**src/rtl/pattern_history.sv**
```systemverilog
`default_nettype none
// ============================================================================
//  Module      : pattern_history
//  Description : Second-level branch predictor. 2**HIST_W two-bit saturating
//                counters indexed by pc_index ^ hist. The prediction is
//                combinational. An in-order queue holds {idx, pred} for each
//                in-flight branch until it resolves or is flushed.
//                Optional statistics counters are built when the macro
//                PHT_STATS_EN is defined. Otherwise the stat outputs are tied
//                to zero.
//  Revision    : 1.0 - initial release
// ============================================================================
module pattern_history #(
    parameter int HIST_W = 5,
    parameter int DEPTH  = 4
) (
    input  logic                   clk,
    input  logic                   reset,
    input  logic [HIST_W-1:0]      pc_index,
    input  logic [HIST_W-1:0]      hist,
    input  logic                   lookup,
    output logic                   lookup_ready,
    output logic                   predict_taken,
    input  logic                   resolve,
    input  logic                   resolve_taken,
    input  logic                   flush,
    output logic                   mispredict,
    output logic                   underflow,
    output logic [$clog2(DEPTH):0] pending,
    output logic [15:0]            stat_branches,
    output logic [15:0]            stat_mispredicts
);

    localparam int                 c_ENTRIES = 2 ** HIST_W;
    localparam int                 c_PTR_W   = $clog2(DEPTH);
    localparam int                 c_CNT_W   = c_PTR_W + 1;
    localparam logic [c_CNT_W-1:0] c_FULL    = c_CNT_W'(DEPTH);

    // Counter table and in-flight queue storage
    logic [1:0]          r_ctr    [c_ENTRIES];
    logic [HIST_W-1:0]   r_q_idx  [DEPTH];
    logic                r_q_pred [DEPTH];
    logic [c_PTR_W-1:0]  r_head;
    logic [c_PTR_W-1:0]  r_tail;
    logic [c_CNT_W-1:0]  r_count;
    logic                r_mispredict;
    logic                r_underflow;

    logic [HIST_W-1:0]   w_idx;
    logic                w_push;
    logic                w_pop;
    logic [HIST_W-1:0]   w_head_idx;
    logic                w_head_pred;
    logic [1:0]          w_head_ctr;
    logic [1:0]          w_ctr_next;

    assign w_idx         = pc_index ^ hist;
    assign predict_taken = r_ctr[w_idx][1];

    // Readiness is derived from registered occupancy only. A pop in the same
    // cycle does not free a slot for a lookup.
    assign lookup_ready  = (r_count != c_FULL);
    assign pending       = r_count;
    assign mispredict    = r_mispredict;
    assign underflow     = r_underflow;

    // A flush drops the lookup in the same cycle. A resolve is still
    // honoured in that cycle.
    assign w_push      = lookup & lookup_ready & ~flush;
    assign w_pop       = resolve & (r_count != '0);
    assign w_head_idx  = r_q_idx[r_head];
    assign w_head_pred = r_q_pred[r_head];
    assign w_head_ctr  = r_ctr[w_head_idx];

    // Saturating increment on taken, saturating decrement on not-taken
    always_comb begin
        w_ctr_next = w_head_ctr;
        if (resolve_taken) begin
            if (w_head_ctr != 2'b11) begin
                w_ctr_next = w_head_ctr + 2'b01;
            end
        end else begin
            if (w_head_ctr != 2'b00) begin
                w_ctr_next = w_head_ctr - 2'b01;
            end
        end
    end

    // Counter table: all counters start weakly not-taken, and a resolving
    // branch trains its own entry
    always_ff @(posedge clk) begin
        if (reset) begin
            for (int i = 0; i < c_ENTRIES; i++) begin
                r_ctr[i] <= 2'b01;
            end
        end else if (w_pop) begin
            r_ctr[w_head_idx] <= w_ctr_next;
        end
    end

    // Queue payload. No reset is needed because only occupied slots are read.
    always_ff @(posedge clk) begin
        if (w_push) begin
            r_q_idx[r_tail]  <= w_idx;
            r_q_pred[r_tail] <= predict_taken;
        end
    end

    // Queue pointers and occupancy. A flush collapses the head onto the tail.
    always_ff @(posedge clk) begin
        if (reset) begin
            r_head  <= '0;
            r_tail  <= '0;
            r_count <= '0;
        end else if (flush) begin
            r_head  <= r_tail;
            r_count <= '0;
        end else begin
            if (w_push) begin
                r_tail <= r_tail + c_PTR_W'(1);
            end
            if (w_pop) begin
                r_head <= r_head + c_PTR_W'(1);
            end
            r_count <= r_count + c_CNT_W'(w_push) - c_CNT_W'(w_pop);
        end
    end

    // Mispredict is a one-cycle pulse. Underflow is sticky until reset.
    always_ff @(posedge clk) begin
        if (reset) begin
            r_mispredict <= 1'b0;
            r_underflow  <= 1'b0;
        end else begin
            r_mispredict <= w_pop & (w_head_pred != resolve_taken);
            if (resolve && (r_count == '0)) begin
                r_underflow <= 1'b1;
            end
        end
    end

`ifdef PHT_STATS_EN
    logic [15:0] r_stat_br;
    logic [15:0] r_stat_mp;

    // Saturating resolved-branch and mispredict counters
    always_ff @(posedge clk) begin
        if (reset) begin
            r_stat_br <= '0;
            r_stat_mp <= '0;
        end else if (w_pop) begin
            if (r_stat_br != 16'hFFFF) begin
                r_stat_br <= r_stat_br + 16'd1;
            end
            if ((w_head_pred != resolve_taken) && (r_stat_mp != 16'hFFFF)) begin
                r_stat_mp <= r_stat_mp + 16'd1;
            end
        end
    end

    assign stat_branches    = r_stat_br;
    assign stat_mispredicts = r_stat_mp;
`else
    assign stat_branches    = 16'd0;
    assign stat_mispredicts = 16'd0;
`endif

endmodule
`default_nettype wire

```
**config.mk**
```make
export PLATFORM = sky130hd
export DESIGN_NAME = pattern_history
export DESIGN_NICKNAME = d
export VERILOG_FILES = /design/src/rtl/pattern_history.sv
export SDC_FILE = /design/constraint.sdc
export NUM_CORES = 1
export LEC_CHECK = 0
export CORE_ASPECT_RATIO = 0.75
export CORE_UTILIZATION = 32
export DETAILED_ROUTE_END_ITERATION = 12
export GPL_ROUTABILITY_DRIVEN = 0
export PLACE_DENSITY = 0.6
export SLEW_MARGIN = 0
export SYNTH_ARGS = -nofsm -noshare
export SYNTH_HDL_FRONTEND = slang
export SYNTH_SLANG_ARGS = --single-unit
```
**constraint.sdc**
```tcl
create_clock -name clk -period 4.8 [get_ports clk]
set_input_delay 0.96 -clock clk [delete_from_list [all_inputs] [get_ports clk]]
set_output_delay 0.96 -clock clk [all_outputs]
set_load 0.02 [all_outputs]
```
==> impl_metrics.tcl <==
set metrics [dict create \
    synth_edf_count 88 \
    overflow 0 \
    num_rows 41 \
    routed_via_density 4.89 \
    dp_hpwl_um 8110 \
    met3_length_um 614 \
    r2r_cells 8 \
    cts.repair.resized 0 \
    synth_ff_type "edfxtp_1" \
    tightestPinTransition_ps 1070 \
    worstPathMaxFanout 12 \
    postLayoutCoreUtil 0.358 \
    async_flop_share 0 \
    rsz0062_at_grt "no" \
    netlist.area_leader.share 0.483 \
    first_pass_iters 5 \
    finClkSkew_ps 8.63 \
    endpoint_kind "output port" \
    max_freq_mhz 213 \
    hp-class "flip-flop to flip-flop" \
    r2r_slack_ps 1020 \
    drv_cap 0 \
    hold_path.startpoint "underflow" \
    topRoutingLayerUsed "met4" \
    layout.cells.non_filler 669 \
    max_slew_margin 0.285 \
    finalSetupTns_ps 0 \
    drc_errors 0 \
    fin_area_um2 6000 \
    vias 3271 \
    synth_cell_types 46 \
    status "finished, final reports clean" \
    drtAntennaViolNets 0 \
    yosysWarningCount 0 \
    startpoint_type "input pin" \
    yosys.area.top_type "edfxtp_1" \
    area_delta_synth_final_pct 9.64 \
    min_path_cells 2 \
    cts_tree "built" \
    cp.required_ps 3840 \
    p_leak_uw 0.00200 \
    peakVddDrop_mv 0.194 \
    grt_max_degree 36 \
    hold_violations 0 \
    htree_levels 3 \
    wl_per_cell_um 16.8 \
    grt_pass1_wl_um 18200 \
    finalCriticalPeriod_ps 4700 \
    core_area_um2 16800 \
    io_buffers 22 \
    fill_cells 1595 \
    drtIter0Drc 207 \
    cts_setup_buffers 0 \
    period_share 0.979 \
    place_inst 653 \
    worstPathArrival_ps 3740 \
    root_buffer "clkbuf_16" \
    crit_type "input pin to output port" \
    antenna_found_initial 0 \
    diodes 0 \
    grt_pass1_vias 3300 \
    drv_slew 0 \
    finalNetCount 472 \
    dieHeight_um 115 \
    synth_area_um2 5480 \
    fp.dieW_um 153 \
    io_pins 55 \
    synth_area_leaders "edfxtp_1 (48%), mux2i_1 (8.4%), mux4_2 (6.6%)" \
    start_util 0.326 \
    regArea_um2 2860 \
    wl_met2_um 5190 \
    dpl_cell_area_um2 5720 \
    r2r-end "r_ctr[19][1]" \
    ys_seq_area_frac 0.523 \
    insertion_delay_ps 350 \
    dp_slack_ps 90.0 \
    synth.avg_cell_area_um2 12.4 \
    whs_endpoint "underflow" \
    wl_um 11300 \
    cts_buffer_depth 2 \
    cts_buffers 9 \
    layout_common_cells "edfxtp_1 (88), mux2i_1 (46), nor2_1 (38), nand2_1 (38), conb_1 (32)" \
    holdBufCountCts 0 \
    final_common_cell "edfxtp_1" \
    multi_input_area_um2 2280 \
    met1_length_um 5340 \
    clkSlewWorstSetupHoldPaths_ps 70 \
    cts.sinks 99 \
    drive_gt1_frac 0.156 \
    grt.total_usage 0.138 \
    syn_inst 440 \
    ys_ff_latch 99 \
    finalWorstSetupSlack_ps 98.5 \
    setup_violations 0 \
    die-area_um2 17600 \
    cellPowerDensity_nw_per_um2 340 \
]
sequential cells by signal, summed over array words and instances (netlist names), named ones only:
signal      cells
r_ctr          64
r_q_idx        20
r_q_pred        4
pending         3
r_head          2
r_tail          2
mispredict      1
underflow       1
per-stage QoR:
| stage | hold WS, ps | total power (uW) |
|---|---|---|
| 6_report | 473 | 2040 |
| 5_1_grt | 502 | 2130 |
| 4_1_cts | 481 | 2070 |
| 3_5_place_dp | 460 | 1370 |
| 3_3_place_gp | 456 | 1360 |
| 2_1_floorplan | 514 | 1320 |
synth_stat cells (11+ instances only):
master and instances:
dfxtp_1 11, or2_1 21, nand3_1 14, mux2i_1 46, clkbuf_1 12, mux4_2 16, nand2_1 38, buf_4 35
edfxtp_1 88, nor3_2 18, nor2_1 38, nand2b_1 14
power breakdown:
part           switching [uW]  internal [uW]  leakage [uW]
logic                     230            134      0.000997
registers                18.8            963      0.000858
clock network             324            372      0.000144
total                     574           1470       0.00200
worst max-delay path: stages:
cell and delay (ps):
clkdlybuf4s50_1 470, xor2_1 280, buf_12 190, mux4_2 510
mux4_2 460, mux2_2 320, clkdlybuf4s50_1 540
routing by layer:
layer,vias to the layer above,track usage
met5,-,0
met4,0,0.0512
met3,11,0.0328
met2,107,0.217
met1,1621,0.186
li1,1532,-
worst max path at each step:
| stage | start | end | slack [ps] | cells past startpoint |
|---|---|---|---|---|
| floorplan | hist[0] | predict_taken | 680 | 4 |
| global placement | hist[0] | predict_taken | 130 | 7 |
| detailed placement | pc_index[0] | predict_taken | 90 | 7 |
| CTS | pc_index[0] | predict_taken | 70 | 7 |
| global route | pc_index[0] | predict_taken | 4 | 7 |
| finish | pc_index[0] | predict_taken | 100 | 7 |
cell families (layout without fill, tap and decap cells):
| family | Yosys count | after routing | share of synthesized area |
|---|---|---|---|
| mux | 66 | 66 | 0.158 |
| xor+xnor | 11 | 11 | 0.0176 |
| buf+inv | 70 | 53 | 0.0829 |
| other cells | 1 | 32 | 0.000685 |
| flops | 99 | 99 | 0.523 |
| simple gates | 173 | 173 | 0.179 |
| fa+ha+maj | 9 | 9 | 0.0224 |
| compound gates | 11 | 11 | 0.0165 |
cell type report:
cell class,count,share of cell area
clock buffers,10,0.0398
clock inverters,6,0.00771
inverters,9,0.00563
multi-input cells,302,0.379
flip-flops and latches,99,0.477
well taps,215,0.0448
repair buffers,28,0.0463
No activity file was read; power rests on OpenSTA's default activity.
